<file path="src/rtl/gen_pipereg_stage.sv">
`default_nettype none
// ============================================================================
// gen_pipereg_stage : one valid bit plus enable-gated data register of the pipe
// Rev 1.0
// ============================================================================
module gen_pipereg_stage #(
    parameter int            DW        = 32,
    parameter logic [DW-1:0] RST_VALUE = {DW{1'b0}}
) (
    input  logic          CLK,
    input  logic          RST,
    input  logic          flush_i,
    input  logic          adv_i,
    input  logic          v_i,
    input  logic [DW-1:0] d_i,
    output logic          v_o,
    output logic          v_nxt_o,
    output logic [DW-1:0] d_o
);

    logic          v_q;
    logic          v_d;
    logic [DW-1:0] d_q;
    logic [DW-1:0] d_d;

    // Data loads only when a valid entry moves in; flush drops validity but keeps data.
    always_comb begin
        v_d = v_q;
        d_d = d_q;
        if (flush_i) begin
            v_d = 1'b0;
        end else if (adv_i) begin
            v_d = v_i;
            if (v_i) begin
                d_d = d_i;
            end
        end
    end

    always_ff @(posedge CLK) begin
        if (RST) begin
            v_q <= 1'b0;
            d_q <= RST_VALUE;
        end else begin
            v_q <= v_d;
            d_q <= d_d;
        end
    end

    assign v_o     = v_q;
    assign v_nxt_o = v_d;
    assign d_o     = d_q;

endmodule
`default_nettype wire

</file>
<file path="src/rtl/gen_pipereg.sv">
`default_nettype none
// ============================================================================
// gen_pipereg : DP-stage valid/ready pipeline register with bubble collapse
// Rev 1.0
// ============================================================================
module gen_pipereg #(
    parameter int            DW       = 32,
    parameter int            DP       = 2,
    parameter logic [DW-1:0] rstValue = {DW{1'b0}}
) (
    input  logic                      CLK,
    input  logic                      RST,
    input  logic                      flush,
    input  logic                      enq_valid,
    output logic                      enq_ready,
    input  logic [DW-1:0]             enq_data,
    output logic                      deq_valid,
    input  logic                      deq_ready,
    output logic [DW-1:0]             deq_data,
    output logic [$clog2(DP+1)-1:0]   count
);

    localparam int CW = $clog2(DP+1);

    generate
        if (DP < 1) begin : g_dp_check
            $error("gen_pipereg: DP must be at least 1");
        end
    endgenerate

    logic [DP-1:0] v_s;
    logic [DP-1:0] v_nxt;
    logic [DP-1:0] v_in;
    logic [DP-1:0] acc;
    logic [DW-1:0] d_s  [DP];
    logic [DW-1:0] d_in [DP];
    logic          acc_run;
    logic          enq_fire;
    logic [CW-1:0] count_q;
    logic [CW-1:0] count_d;

    // Ready ripples back from the output: any empty stage lets everything upstream advance.
    always_comb begin
        acc_run    = !v_s[DP-1] || deq_ready;
        acc        = '0;
        acc[DP-1]  = acc_run;
        for (int k = DP - 2; k >= 0; k--) begin
            acc_run = !v_s[k] || acc_run;
            acc[k]  = acc_run;
        end
    end

    assign enq_ready = acc[0] && !flush;
    assign enq_fire  = enq_valid && enq_ready;
    assign deq_valid = v_s[DP-1] && !flush;
    assign deq_data  = d_s[DP-1];

    generate
        for (genvar k = 0; k < DP; k++) begin : g_stage
            if (k == 0) begin : g_head
                assign v_in[k] = enq_fire;
                assign d_in[k] = enq_data;
            end else begin : g_body
                assign v_in[k] = v_s[k-1];
                assign d_in[k] = d_s[k-1];
            end

            gen_pipereg_stage #(
                .DW        (DW),
                .RST_VALUE (rstValue)
            ) u_stage (
                .CLK     (CLK),
                .RST     (RST),
                .flush_i (flush),
                .adv_i   (acc[k]),
                .v_i     (v_in[k]),
                .d_i     (d_in[k]),
                .v_o     (v_s[k]),
                .v_nxt_o (v_nxt[k]),
                .d_o     (d_s[k])
            );
        end
    endgenerate

    always_comb begin
        count_d = '0;
        for (int k = 0; k < DP; k++) begin
            count_d = count_d + CW'(v_nxt[k]);
        end
    end

    always_ff @(posedge CLK) begin
        if (RST) begin
            count_q <= '0;
        end else begin
            count_q <= count_d;
        end
    end

    assign count = count_q;

endmodule
`default_nettype wire

</file>
<file path="config.mk">
export PLATFORM = sky130hd
export DESIGN_NAME = gen_pipereg
export DESIGN_NICKNAME = d
export VERILOG_FILES = /design/src/rtl/gen_pipereg_stage.sv /design/src/rtl/gen_pipereg.sv
export SDC_FILE = /design/constraint.sdc
export NUM_CORES = 1
export LEC_CHECK = 0
export CAP_MARGIN = 20
export CORE_ASPECT_RATIO = 0.7
export CORE_MARGIN = 5
export CORE_UTILIZATION = 48
export DETAILED_ROUTE_END_ITERATION = 12
export PLACE_DENSITY = 0.79
export SETUP_SLACK_MARGIN = 0.2
export SYNTH_ARGS = -nofsm -noshare
export SYNTH_HDL_FRONTEND = slang
export SYNTH_SLANG_ARGS = --single-unit
</file>
<file path="constraint.sdc">
create_clock -name CLK -period 2.3 [get_ports CLK]
set_clock_uncertainty 0.15 [all_clocks]
set_input_delay 0.69 -clock CLK [delete_from_list [all_inputs] [get_ports CLK]]
set_output_delay 0.69 -clock CLK [all_outputs]
set_load 0.05 [all_outputs]
</file>
## Word-level counts from Yosys, hierarchy flattened

Cells that the tools add are included.

- Reduce and logical (&&, ||, !) cells: 10
- Muxes and demuxes: 4
- $add $sub $neg: 1
- Bitwise gates (word level): 1

Operators with widths:

| operator | count |
|---|---|
| $reduce_and 3->1 | 2 |
| $mux 1 | 4 |
| $logic_and 1x1->1 | 3 |
| $logic_not 1->1 | 3 |
| $add 1x1->2 | 1 |
| $logic_or 1x1->1 | 2 |
| $not 1->1 | 1 |

- Bits in registers: 68
- Output and inout port bits: 36

## Logic depth before layout (Yosys ltp)

Gate-level depths: netlist of the first run.

- Word-level depth: 8
- Mapped depth: 7
- Gate-level depth less buffers: 5

## Cells and area by module

From an unflattened synthesis of the first run, not the netlist that was laid out.

- Cells, all modules: 299
- Area total of the unflattened synthesis: 3121.7 sq um

Modules (own cells, without submodules):

| module | cells an instance | sequential area each (sq um) | area an instance (sq um) | instances |
|---|---|---|---|---|
| gen_pipereg_stage | 144 | 660.6 | 1507.7 | 2 |
| gen_pipereg | 11 | 40.0 | 106.4 | 1 |

## Least setup slack after synthesis of the first run

Ideal clock, no wire load.

- Kind: input to output
- Start point: input port deq_ready
- End point: output port enq_ready
- Path slack: -0.365 ns
- Arrival: 1.825 ns
- Data required time: 1.460 ns
- Stages: 4
- Path through: nor2b_1 -> buf_4 -> buf_2 -> a21oi_1

- Cells in the longest elaborated chain, start to end: 3

RTL lines:

| item | RTL line | source |
|---|---|---|
| from (decl) | gen_pipereg.sv:18 | `input logic deq_ready,` |
| $logic_or 1x1->1 | gen_pipereg.sv:44 | `acc_run = !v_s[DP-1] \|\| deq_ready;` |
| $logic_or 1x1->1 | gen_pipereg.sv:48 | `acc_run = !v_s[k] \|\| acc_run;` |
| $logic_and 1x1->1 | gen_pipereg.sv:53 | `assign enq_ready = acc[0] && !flush;` |
| to (decl) | gen_pipereg.sv:15 | `output logic enq_ready,` |

No other way between the ends.

## Worst setup path in the final report of the first run

- Start point: input port flush
- End point: output port enq_ready

- Cells in the longest elaborated chain, start to end: 2

RTL lines:

| item | RTL line | source |
|---|---|---|
| from (decl) | gen_pipereg.sv:13 | `input logic flush,` |
| $logic_not 1->1 | gen_pipereg.sv:53 |  |
| $logic_and 1x1->1 | gen_pipereg.sv:53 |  |

No other way between the ends.

==> results of run 1 <==
[logic make-up after synthesis]
kind of cell / Yosys count
flip-flops: 68
AO/OA/AOI/OAI: 67
multiplexers: 32
AND/OR/NAND/NOR: 109
buffers and inverters: 29
adder cells (fa/ha/maj): 1
[where the power goes]
part,total (uW),internal (uW),switching [uW],leakage (uW)
registers,1230,1210,19.2,0.000552
clock network,884,418,466,0.0000920
logic,245,131,113,0.000790
total,2360,1760,599,0.00143
[what timing repair did]
action | CTS | global route
pin swaps | 0 | 0
endpoints found under the setup margin | 9 | 2
resized for setup | 11 | 3
[through the flow]
stage / TNS [ns] / util [%] / cells
after floorplan: 0 / - / 306
after global placement: -3.361 / 62.84 / 438
after detailed placement: -4.985 / 62.84 / 438
after CTS: 0 / 65.87 / 454
after global routing: 0 / 65.83 / 454
final: 0 / 65.83 / 454
[flip-flops by register name, summed over array words and instances, names as in the netlist]
| signal | cells |
|---|---|
| count | 2 |
| g_stage.u_stage.v_o | 2 |
| g_stage.u_stage.d_o | 64 |
[critical path, delay by kind of cell]
family	cells	cell delay, ns
buffers and inverters	2	0.41
AO/OA/AOI/OAI	1	0.13
[placed cells by master (no fill, tap or decap), types with 5 or more instances in the layout]
master            n
clkdlybuf4s50_1  33
a21oi_1          33
dlygate4sd2_1     5
mux2i_1          32
nand2b_1         67
dfxtp_1          68
nand3_1          32
o21ai_0          27
buf_12            5
clkbuf_8         10
o21ai_1           5
buf_4            38
[per-layer routing]
metal  global-route usage [%]  vias up  share of wire, %
met5                        0        -                 0
met4                    3.982        0              0.87
met3                    7.404        6               6.9
met2                    31.67       63                46
met1                    23.74     1121                46
li1                         -     1166                 -
[final cells by class]
type,instances,area share (%)
flip-flops and latches,68,36.11
multi-input cells,209,35.41
repair buffers,86,21.27
clock buffers,10,3.651
well taps,75,2.489
clock inverters,6,1.062
[how the worst max path moves through the flow]
| stage | startpoint | endpoint | slack, ns | cells after the start |
|---|---|---|---|---|
| 2_1_floorplan | deq_ready | enq_ready | 0.14 | 4 |
| 3_3_place_gp | deq_ready | enq_ready | -0.13 | 4 |
| 3_5_place_dp | flush | g_stage[0].u_stage.d_o[17] | -0.16 | 6 |
| 4_1_cts | deq_ready | enq_ready | 0.09 | 4 |
| 5_1_grt | g_stage[1].u_stage.d_o[10] | deq_data[10] | 0.20 | 1 |
| 6_report | flush | enq_ready | 0.23 | 3 |
==> flow_summary.toml, run 1 <==
[status]
outcome = "complete, no violations"

[floorplanning]
chipWidth_microns = 101.7
num_rows = 23
initial_core_util_pct = 49.38
num_io_pins = 73
core_area_sq_mm = 0.005727
die_area_sq_mm = 0.007550
die_h_microns = 74.22

[sta]
fin_crit_sh_pct = 89.95
fmax_ghz = 0.4834
tightest_slew_ns = 0.4866
hold_slack_ns = 0.3165
setup_slack_ns = 0.2312
slew_viol_final = 0
hold_viol = 0
rsz0062_at_grt = "no"
layout_min_cycle_time_ns = 2.069
setup_viol = 0
relSlewSlack_pct = 67.69

[yosys]
syn_avg_cell_area_sq_um = 9.241
synth.area.top_cells = "dfxtp_1 48%, nand2b_1 15%, mux2i_1 11%, a21oi_1 6.0%, nand3_1 5.7%"
synth_edf_count = 0
ys_warn_count = 0
synth_cell_types = 16
synth_compound_area_share_pct = 12.26
synth_top_family_by_area = "simple AND/OR/NAND/NOR gates"
syn-num-nets = 344
synth_commonest_cells = "68 x dfxtp_1, 67 x nand2b_1, 34 x a21oi_1"
synth_top_area_cell = "dfxtp_1"
async_flop_share_pct = 0
synth_fa_ha_area_share_pct = 0.4425
yosysTopAreaCellShare_pct = 48.14
synth_ff_type = "dfxtp_1"
yosysMostFrequentCell = "dfxtp_1"
synth_xor_area_share_pct = 0
ys_ff_latch = 68
netlist_area_sq_mm = 0.002828
synthCells = 306
synth-simple-area-share_pct = 22.35
ys_seq_area_share_pct = 48.14
synthMuxAreaShare_pct = 11.33

[clocking]
cts_buffers = 9
clk_latency_ns = 0.35
htree_levels = 3
cts_sinks = 68
cts_tree = "yes"
cts.path.max_buffers = 2
path_clk_slew_ns = 0.08
root_buffer = "clkbuf_8"
cts_hold_buf = 0
post_cts_buffers = 0

[power_and_ir_drop]
p_leak_uw = 0.001434
power_uw = 2359
ir_drop_uv = 404.1
p_per_area_mw_per_mm2 = 625.9

[detailed_routing]
vias = 2356
avgRoutedWirePerCell_microns = 14.92
drtIter0Drc = 169
drtAntennaViolNets = 0
drcViolationCount = 0
viasPerCell = 5.189
drtPass1Iterations = 6
drt_wl_total_mm = 6.772

[critical_path]
cp-end-kind = "output port"
cp.arrival_ns = 1.23
crit_slowest_cell = "clkdlybuf4s15_2"
reg2reg_depth = 6
cpPeakStageDelay_ns = 0.24
cp-start-kind = "input port"
r2r_start = "g_stage[1].u_stage.v_o"
r2r_slack_ns = 0.65
worstPathRequired_ns = 1.46
worstReg2RegEnd = "count[0]"
crit_path_cell_trace = "clkdlybuf4s15_2 -> a21oi_4 -> buf_6"
critical_path_peak_fanout = 4
worstSetupPathType = "input port to output port"

[grt]
antenna_found_initial = 0
grt_max_degree = 101
grt_pass1_vias = 2317
grt_overflow = 0
grt_pass1_wl_mm = 11.16
grt_use_total_pct = 19.03

[place]
dpl_worst_slack_ns = -0.1602
placed_cell_area_sq_mm = 0.003598
gp_congestion = 0.7472
port_buffers = 72
hpwl_mm = 4.445

[layout]
fin_area_sq_mm = 0.003770
multiInputGateArea_sq_mm = 0.001335
layout-drive-gt1-share_pct = 17.94
num_antenna_cells = 0
fill_cells = 461
fin_nets = 412
area_growth_pct = 33.32
regArea_sq_mm = 0.001361

[min_path]
hold_start = "g_stage[0].u_stage.d_o[6]"
min_to = "g_stage[1].u_stage.d_o[6]"
min_path_type = "register to register"
min_delay_path_depth = 2

[job]
cap_violations = 0
(Power assumes the default switching activity.)
==> run 2: changes to the inputs <==
--- a/config.mk
+++ b/config.mk
@@ -5,6 +5,7 @@
 export SDC_FILE = /design/constraint.sdc
 export NUM_CORES = 1
 export LEC_CHECK = 0
+export ABC_AREA = 0
 export CAP_MARGIN = 20
 export CORE_ASPECT_RATIO = 0.7
 export CORE_MARGIN = 5
==> results of run 2 <==
The final DEF is identical to that of run 1; final timing and power are the same.
